File: config.mk
export PLATFORM = sky130hd
export DESIGN_NAME = tetris_grid_writer_flat
export DESIGN_NICKNAME = d
export VERILOG_FILES = /design/src/rtl/tetris_grid_writer_if.sv /design/src/rtl/tetris_grid_writer.sv /design/src/flat_wrapper.sv
export SDC_FILE = /design/constraint.sdc
export NUM_CORES = 1
export LEC_CHECK = 0
export BUFFER_PORTS_ARGS = -buffer_cell sky130_fd_sc_hd__buf_2
export CORE_MARGIN = 5
export CORE_UTILIZATION = 45
export CTS_CLUSTER_DIAMETER = 80
export DETAILED_ROUTE_END_ITERATION = 12
export RECOVER_POWER = 100
export REMOVE_ABC_BUFFERS = 1
export SYNTH_ARGS = -nofsm -noshare
export SYNTH_HDL_FRONTEND = slang
export SYNTH_SLANG_ARGS = --single-unit
File: constraint.sdc
create_clock -name clk -period 3.05 [get_ports clk]
set_input_delay 0.4575 -clock clk [delete_from_list [all_inputs] [get_ports clk]]
set_output_delay 0.4575 -clock clk [all_outputs]
set_load 0.01 [all_outputs]
File: src/rtl/tetris_grid_writer_if.sv
// Request channel from the Tetris game logic into tetris_grid_writer.
// The master (game logic) offers one cell update per handshake. The slave
// (grid writer) returns req_ready.
interface tetris_grid_writer_if #(
  parameter int COLOR_W = 4
) ();
  logic               req_valid;
  logic               req_ready;
  logic [4:0]         req_x;
  logic [3:0]         req_y;
  logic [COLOR_W-1:0] req_color;

  modport master (
    output req_valid,
    output req_x,
    output req_y,
    output req_color,
    input  req_ready
  );

  modport slave (
    input  req_valid,
    input  req_x,
    input  req_y,
    input  req_color,
    output req_ready
  );
endinterface

File: src/rtl/tetris_grid_writer.sv
// tetris_grid_writer: write-side companion of the VGA framebuffer.
// Cell updates from the game logic are queued in a small FIFO, which holds
// one tetromino. Each update is converted to a linear grid RAM address
// (y*GRID_WIDTH + x) and written one per cycle in arrival order. A clear
// sequence fills the whole grid with one colour.
//
// Optional feature macro: GRID_WRITER_VBLANK_GATE_EN. When it is defined,
// RAM writes are only issued in cycles where vblank is high. A clear pauses
// in place and resumes later. When it is undefined, vblank is ignored.
//
// state | meaning
// IDLE  | accepting requests, draining FIFO into grid RAM
// CLEAR | sweeping addresses 0..last with the latched clear colour
module tetris_grid_writer #(
  parameter int BLOCK_SIZE   = 32,
  parameter int VIDEO_WIDTH  = 640,
  parameter int VIDEO_HEIGHT = 480,
  parameter int COLOR_W      = 4,
  parameter int FIFO_DEPTH   = 4
) (
  input  logic                 clk,
  input  logic                 RESET_n,
  tetris_grid_writer_if.slave  req_if,
  input  logic                 clear_start,
  input  logic [COLOR_W-1:0]   clear_color,
  input  logic                 vblank,
  output logic                 wr_en,
  output logic [8:0]           wr_addr,
  output logic [COLOR_W-1:0]   wr_data,
  output logic                 busy,
  output logic                 err_oob
);
  localparam int GRID_WIDTH  = VIDEO_WIDTH / BLOCK_SIZE;
  localparam int GRID_HEIGHT = VIDEO_HEIGHT / BLOCK_SIZE;
  localparam logic [8:0] LAST_ADDR = 9'(GRID_WIDTH * GRID_HEIGHT - 1);
  localparam int PTR_W = $clog2(FIFO_DEPTH);
  localparam int CNT_W = $clog2(FIFO_DEPTH + 1);

  typedef enum logic {ST_IDLE, ST_CLEAR} state_t;

  state_t             state;
  logic [8:0]         clr_addr;
  logic [COLOR_W-1:0] clr_color;

  logic [8:0]         fifo_addr  [FIFO_DEPTH];
  logic [COLOR_W-1:0] fifo_color [FIFO_DEPTH];
  logic [PTR_W-1:0]   wr_ptr;
  logic [PTR_W-1:0]   rd_ptr;
  logic [CNT_W-1:0]   fifo_cnt;

  logic       permit;
  logic       in_idle;
  logic       fifo_full;
  logic       fifo_empty;
  logic       handshake;
  logic       req_oob;
  logic       push;
  logic       pop;
  logic [8:0] push_addr;

`ifdef GRID_WRITER_VBLANK_GATE_EN
  assign permit = vblank;
`else
  logic unused_vblank;
  assign unused_vblank = vblank;
  assign permit        = 1'b1;
`endif

  assign in_idle    = (state == ST_IDLE);
  assign fifo_full  = (fifo_cnt == CNT_W'(FIFO_DEPTH));
  assign fifo_empty = (fifo_cnt == '0);

  // A clear request always wins over a request in the same cycle.
  assign req_if.req_ready = in_idle && !fifo_full && !clear_start;
  assign handshake        = req_if.req_valid && req_if.req_ready;

  assign req_oob = ({4'd0, req_if.req_x} >= 9'(GRID_WIDTH)) ||
                   ({5'd0, req_if.req_y} >= 9'(GRID_HEIGHT));
  assign push_addr = {5'd0, req_if.req_y} * 9'(GRID_WIDTH) + {4'd0, req_if.req_x};

  // An out-of-bounds request completes its handshake but is never stored.
  assign push = handshake && !req_oob;
  // The pop uses the pre-edge FIFO contents, so a request cannot pass
  // straight through in the cycle it is accepted.
  assign pop  = in_idle && !fifo_empty && permit && !clear_start;

  assign busy = !in_idle || !fifo_empty || wr_en;

  // FIFO storage; entries carry the precomputed linear address.
  always_ff @(posedge clk) begin
    if (push) begin
      fifo_addr[wr_ptr]  <= push_addr;
      fifo_color[wr_ptr] <= req_if.req_color;
    end
  end

  // Control FSM, FIFO pointers and registered RAM write port.
  always_ff @(posedge clk) begin
    if (!RESET_n) begin
      state     <= ST_IDLE;
      clr_addr  <= '0;
      clr_color <= '0;
      wr_ptr    <= '0;
      rd_ptr    <= '0;
      fifo_cnt  <= '0;
      wr_en     <= 1'b0;
      wr_addr   <= '0;
      wr_data   <= '0;
      err_oob   <= 1'b0;
    end else begin
      wr_en   <= 1'b0;
      err_oob <= handshake && req_oob;
      case (state)
        ST_IDLE: begin
          if (clear_start) begin
            state     <= ST_CLEAR;
            clr_addr  <= '0;
            clr_color <= clear_color;
            wr_ptr    <= '0;
            rd_ptr    <= '0;
            fifo_cnt  <= '0;
          end else begin
            if (push) begin
              wr_ptr <= wr_ptr + PTR_W'(1);
            end
            if (pop) begin
              rd_ptr  <= rd_ptr + PTR_W'(1);
              wr_en   <= 1'b1;
              wr_addr <= fifo_addr[rd_ptr];
              wr_data <= fifo_color[rd_ptr];
            end
            fifo_cnt <= fifo_cnt + CNT_W'(push) - CNT_W'(pop);
          end
        end
        ST_CLEAR: begin
          if (permit) begin
            wr_en   <= 1'b1;
            wr_addr <= clr_addr;
            wr_data <= clr_color;
            if (clr_addr == LAST_ADDR) begin
              state <= ST_IDLE;
            end else begin
              clr_addr <= clr_addr + 9'd1;
            end
          end
        end
        default: state <= ST_IDLE;
      endcase
    end
  end
endmodule

File: src/flat_wrapper.sv
// flat-port wrapper written by rule: the top's interface ports become plain ports
module tetris_grid_writer_flat 
#(
  parameter int BLOCK_SIZE   = 32,
  parameter int VIDEO_WIDTH  = 640,
  parameter int VIDEO_HEIGHT = 480,
  parameter int COLOR_W      = 4,
  parameter int FIFO_DEPTH   = 4
)
  (clk, RESET_n, clear_start, clear_color, vblank, wr_en, wr_addr, wr_data, busy, err_oob, req_if_req_valid, req_if_req_x, req_if_req_y, req_if_req_color, req_if_req_ready);
  tetris_grid_writer_if #(.COLOR_W(COLOR_W)) req_if_i ();
  input  logic clk;
  input  logic RESET_n;
  input  logic clear_start;
  input  logic [COLOR_W-1:0] clear_color;
  input  logic vblank;
  output logic wr_en;
  output logic [8:0] wr_addr;
  output logic [COLOR_W-1:0] wr_data;
  output logic busy;
  output logic err_oob;
  input wire logic [$bits(req_if_i.req_valid)-1:0] req_if_req_valid;
  input wire logic [$bits(req_if_i.req_x)-1:0] req_if_req_x;
  input wire logic [$bits(req_if_i.req_y)-1:0] req_if_req_y;
  input wire logic [$bits(req_if_i.req_color)-1:0] req_if_req_color;
  output wire logic [$bits(req_if_i.req_ready)-1:0] req_if_req_ready;
  assign req_if_i.req_valid = req_if_req_valid;
  assign req_if_i.req_x = req_if_req_x;
  assign req_if_i.req_y = req_if_req_y;
  assign req_if_i.req_color = req_if_req_color;
  assign req_if_req_ready = req_if_i.req_ready;
  tetris_grid_writer #(.BLOCK_SIZE(BLOCK_SIZE), .VIDEO_WIDTH(VIDEO_WIDTH), .VIDEO_HEIGHT(VIDEO_HEIGHT), .COLOR_W(COLOR_W), .FIFO_DEPTH(FIFO_DEPTH)) u_core (.clk(clk), .RESET_n(RESET_n), .req_if(req_if_i), .clear_start(clear_start), .clear_color(clear_color), .vblank(vblank), .wr_en(wr_en), .wr_addr(wr_addr), .wr_data(wr_data), .busy(busy), .err_oob(err_oob));
endmodule
==> out/metrics.json <==
{
  "pwr": {
    "total_power_uw": 2410,
    "static-leakage-power_uw": 0.00157,
    "power-per-cell-area_mw_per_mm2": 547,
    "peakVddDrop_uv": 224
  },
  "setup_path": {
    "worst-setup-path-type": "flop to flop",
    "setup.reg_to_reg.worst_slack_ns": 0.27,
    "timing.critical_path.required_ns": 3.31,
    "worstSetupStartpointType": "flop",
    "worstReg2RegStart": "u_core.fifo_cnt[1]",
    "worst-r2r-cell-count": 11,
    "cp-end-kind": "flop",
    "crit_arrival_ns": 3.05,
    "critical_path.max_fanout": 9,
    "r2r-end": "u_core.fifo_cnt[2]"
  },
  "timing": {
    "worst_slack_ns": 0.267,
    "worstMarginPinSlew_ns": 1.02,
    "post-route-period-util_pct": 91.2,
    "finClkSkew_ns": 0.0136,
    "timing.hold.ws_ns": 0.342,
    "timing.final.max_slew_violations": 0,
    "fin_setup_tns_ns": 0,
    "timing.max_slew.rel_slack_pct": 31.9,
    "finalSetupViolCount": 0,
    "fmaxAchievable_mhz": 359,
    "period_minus_slack_ns": 2.78,
    "finalHoldViolations": 0,
    "grt_setup_unrepaired": "false"
  },
  "synth": {
    "yosys_register_bits": 90,
    "synth_async_sr_flop_share_pct": 0,
    "synthCells": 307,
    "synth.yosys.seq_area_share_pct": 58.8,
    "synth_top_area_share_pct": 39.6,
    "synth_top_flop_cell": "sky130_fd_sc_hd__edfxtp_1",
    "synth-warning-count": 0,
    "synth_enable_flop_cells": 52,
    "post_synth.cell_area_avg_sq_um": 12.9,
    "synth.largest_area_cell": "sky130_fd_sc_hd__edfxtp_1",
    "yosysUniqueCellTypes": 54,
    "netlist_top_cells_area": "sky130_fd_sc_hd__edfxtp_1 (40%), sky130_fd_sc_hd__dfxtp_1 (19%), sky130_fd_sc_hd__mux4_2 (7.4%)",
    "syn_area_sq_mm": 0.00395
  },
  "cells_and_area": {
    "share_of_cells_above_drive_strength_1_pct": 13.4,
    "area.growth.synth_to_final_pct": 11.7,
    "nNetsFinal": 386,
    "diodes": 0
  },
  "global_route": {
    "grt_pass1_wl_um": 13100,
    "first_global_vias": 2533,
    "overflow": 0,
    "antenna_violations_before_repair": 0,
    "groute.usage.overall_pct": 15.2,
    "grt_max_degree": 25
  },
  "floorplanning": {
    "initial_standard_cell_utilization_of_the_core_pct": 45.7,
    "die_x_um": 104,
    "core_region_area_sq_mm": 0.00864,
    "ios": 39,
    "rows": 34,
    "die_area_sq_mm": 0.0107,
    "fp.dieH_um": 104
  },
  "clocking": {
    "tritoncts_clock_tree": "yes",
    "root_buffer": "sky130_fd_sc_hd__clkbuf_8",
    "post-cts-setup-buffer-count": 0,
    "clk_transition_reported_paths_ns": 0.10,
    "insertion_delay_ns": 0.37,
    "clock-sinks": 90,
    "post_cts_resized": 0,
    "cts_inserted_buffers": 9,
    "cts.path.max_buffers": 2,
    "htree_num_levels": 3,
    "post_cts_hold_buffer_count": 0
  },
  "route": {
    "postRouteWirelength_um": 7940,
    "drc": 0,
    "detail_route.first_pass.iterations": 4,
    "vias_per_cell": 5.45,
    "num_vias": 2506,
    "routed_wire_length_per_instance_um": 17.3,
    "detail_route.iter0.violations": 103,
    "ant_nets": 0
  },
  "min_path": {
    "timing.hold.worst.start": "clear_color[1]",
    "min_delay_worst_endpoint": "u_core.clr_color[1]",
    "timing.hold.worst_path_depth": 3,
    "holdCritPathClass": "input port to flop"
  },
  "placement": {
    "dp.final_hpwl_um": 5460,
    "pre_cts_slack_ns": 0.272,
    "buffer_ports.inserted": 37,
    "globalplace.congestion": 0.786
  },
  "outcome": {
    "run_status": "completed"
  },
  "job": {
    "drv_cap": 0
  }
}
## worst max-delay path, stage by stage (launching register included)
cell	delay, ns
sky130_fd_sc_hd__dfxtp_1	0.38
sky130_fd_sc_hd__or3_1	0.46
sky130_fd_sc_hd__nand2_2	0.23
sky130_fd_sc_hd__clkinv_1	0.13
sky130_fd_sc_hd__ha_1	0.30
sky130_fd_sc_hd__inv_1	0.06
sky130_fd_sc_hd__ha_1	0.14
sky130_fd_sc_hd__inv_1	0.05
sky130_fd_sc_hd__fa_1	0.40
sky130_fd_sc_hd__xor2_1	0.18
sky130_fd_sc_hd__o21ai_0	0.10
sky130_fd_sc_hd__a32o_1	0.27
## how the worst max path moves through the flow
stage | slack, ns | end | startpoint | cells after the start
after floorplan | 0.22 | u_core.fifo_cnt[2] | u_core.state | 11
after global placement | 0.30 | u_core.fifo_cnt[2] | u_core.fifo_cnt[0] | 11
after detailed placement | 0.27 | u_core.fifo_cnt[2] | u_core.fifo_cnt[1] | 11
after CTS | 0.26 | u_core.fifo_cnt[2] | u_core.fifo_cnt[1] | 11
after global routing | 0.1 | u_core.fifo_addr[2][5] | u_core.state | 4
final | 0.27 | u_core.fifo_cnt[2] | u_core.fifo_cnt[1] | 11
## synthesized netlist by cell type, drive strengths merged, types with 3 or more instances
cell type and number:
nor4 3, fa 3, and3 3, dfxtp 38
nor2 11, nand3 11, a22oi 5, buf 4
nor2b 6, edfxtp 52, mux4 13, xor2 3
and2 7, xnor2 7, a21oi 21, ha 14
mux2i 5, nor3 3, inv 12, nand4 3
clkbuf 11, o21ai 16, nand2 25
## power breakdown
part           internal [uW]  switching, uW
Clock                    402            473
Combinational           76.5            120
Sequential              1330           15.1
## per-layer routing
| layer | track usage, % | share of wire, % | vias up |
|---|---|---|---|
| met1 | 20.7 | 47 | 1231 |
| met3 | 2.49 | 3.0 | 11 |
| met2 | 24.2 | 49 | 44 |
| met5 | 0 | 0 | - |
| met4 | 6.29 | 1.7 | 0 |
| li1 | - | - | 1220 |
## layout by cell type, fill, tap and decap left out, types with 5 or more instances in the layout
cell                        n
sky130_fd_sc_hd__edfxtp_1  52
sky130_fd_sc_hd__dfxtp_1   38
sky130_fd_sc_hd__clkbuf_1  28
sky130_fd_sc_hd__nand2_1   24
sky130_fd_sc_hd__a21oi_1   21
sky130_fd_sc_hd__o21ai_0   16
sky130_fd_sc_hd__ha_1      14
sky130_fd_sc_hd__mux4_2    13
sky130_fd_sc_hd__inv_1     12
sky130_fd_sc_hd__buf_2     12
sky130_fd_sc_hd__nor2_1    11
sky130_fd_sc_hd__nand3_1   11
sky130_fd_sc_hd__clkbuf_8   9
sky130_fd_sc_hd__xnor2_1    7
sky130_fd_sc_hd__nor2b_1    6
sky130_fd_sc_hd__and2_0     6
sky130_fd_sc_hd__a22oi_1    5
sky130_fd_sc_hd__mux2i_1    5
## area by class of cell
cell class                      instances  area, sq um
Inverter                               13         48.8
Timing Repair Buffer                   44          195
Clock inverter                          7         87.6
Sequential cell                        90         2320
Clock buffer                            9          124
Fill cell                             800         4230
Tap cell                              108          135
Multi-Input combinational cell        189         1500
## through the flow
stage          std cells  util, %  area, sq um
4_1_cts              460     51.7         4470
3_3_place_gp         444     49.3         4250
5_1_grt              460     51.1         4410
3_5_place_dp         444     49.3         4250
6_report             460     51.1         4410
2_1_floorplan        292        -         3880
## cells by family (layout without fill, tap and decap cells)
family                   count (synthesis)  count (layout)  share of synthesized area (%)
AO/OA/AOI/OAI                           60              60                           9.92
buffers and inverters                   28              73                           2.92
adder cells (fa/ha/maj)                 17              17                           5.96
AND/OR/NAND/NOR                         84              84                           11.5
flip-flops                              90              90                           58.8
multiplexers                            18              18                           8.68
XOR/XNOR                                10              10                           2.22
## state kept, by name, indices dropped and copies added, names as in the netlist, named ones only
name,count
u_core.fifo_addr,36
u_core.fifo_color,16
u_core.clr_addr,9
u_core.wr_addr,9
u_core.clr_color,4
u_core.wr_data,4
u_core.fifo_cnt,3
u_core.rd_ptr,2
u_core.wr_ptr,2
u_core.err_oob,1
u_core.state,1
u_core.wr_en,1
No activity file was read; power rests on OpenSTA's default activity.
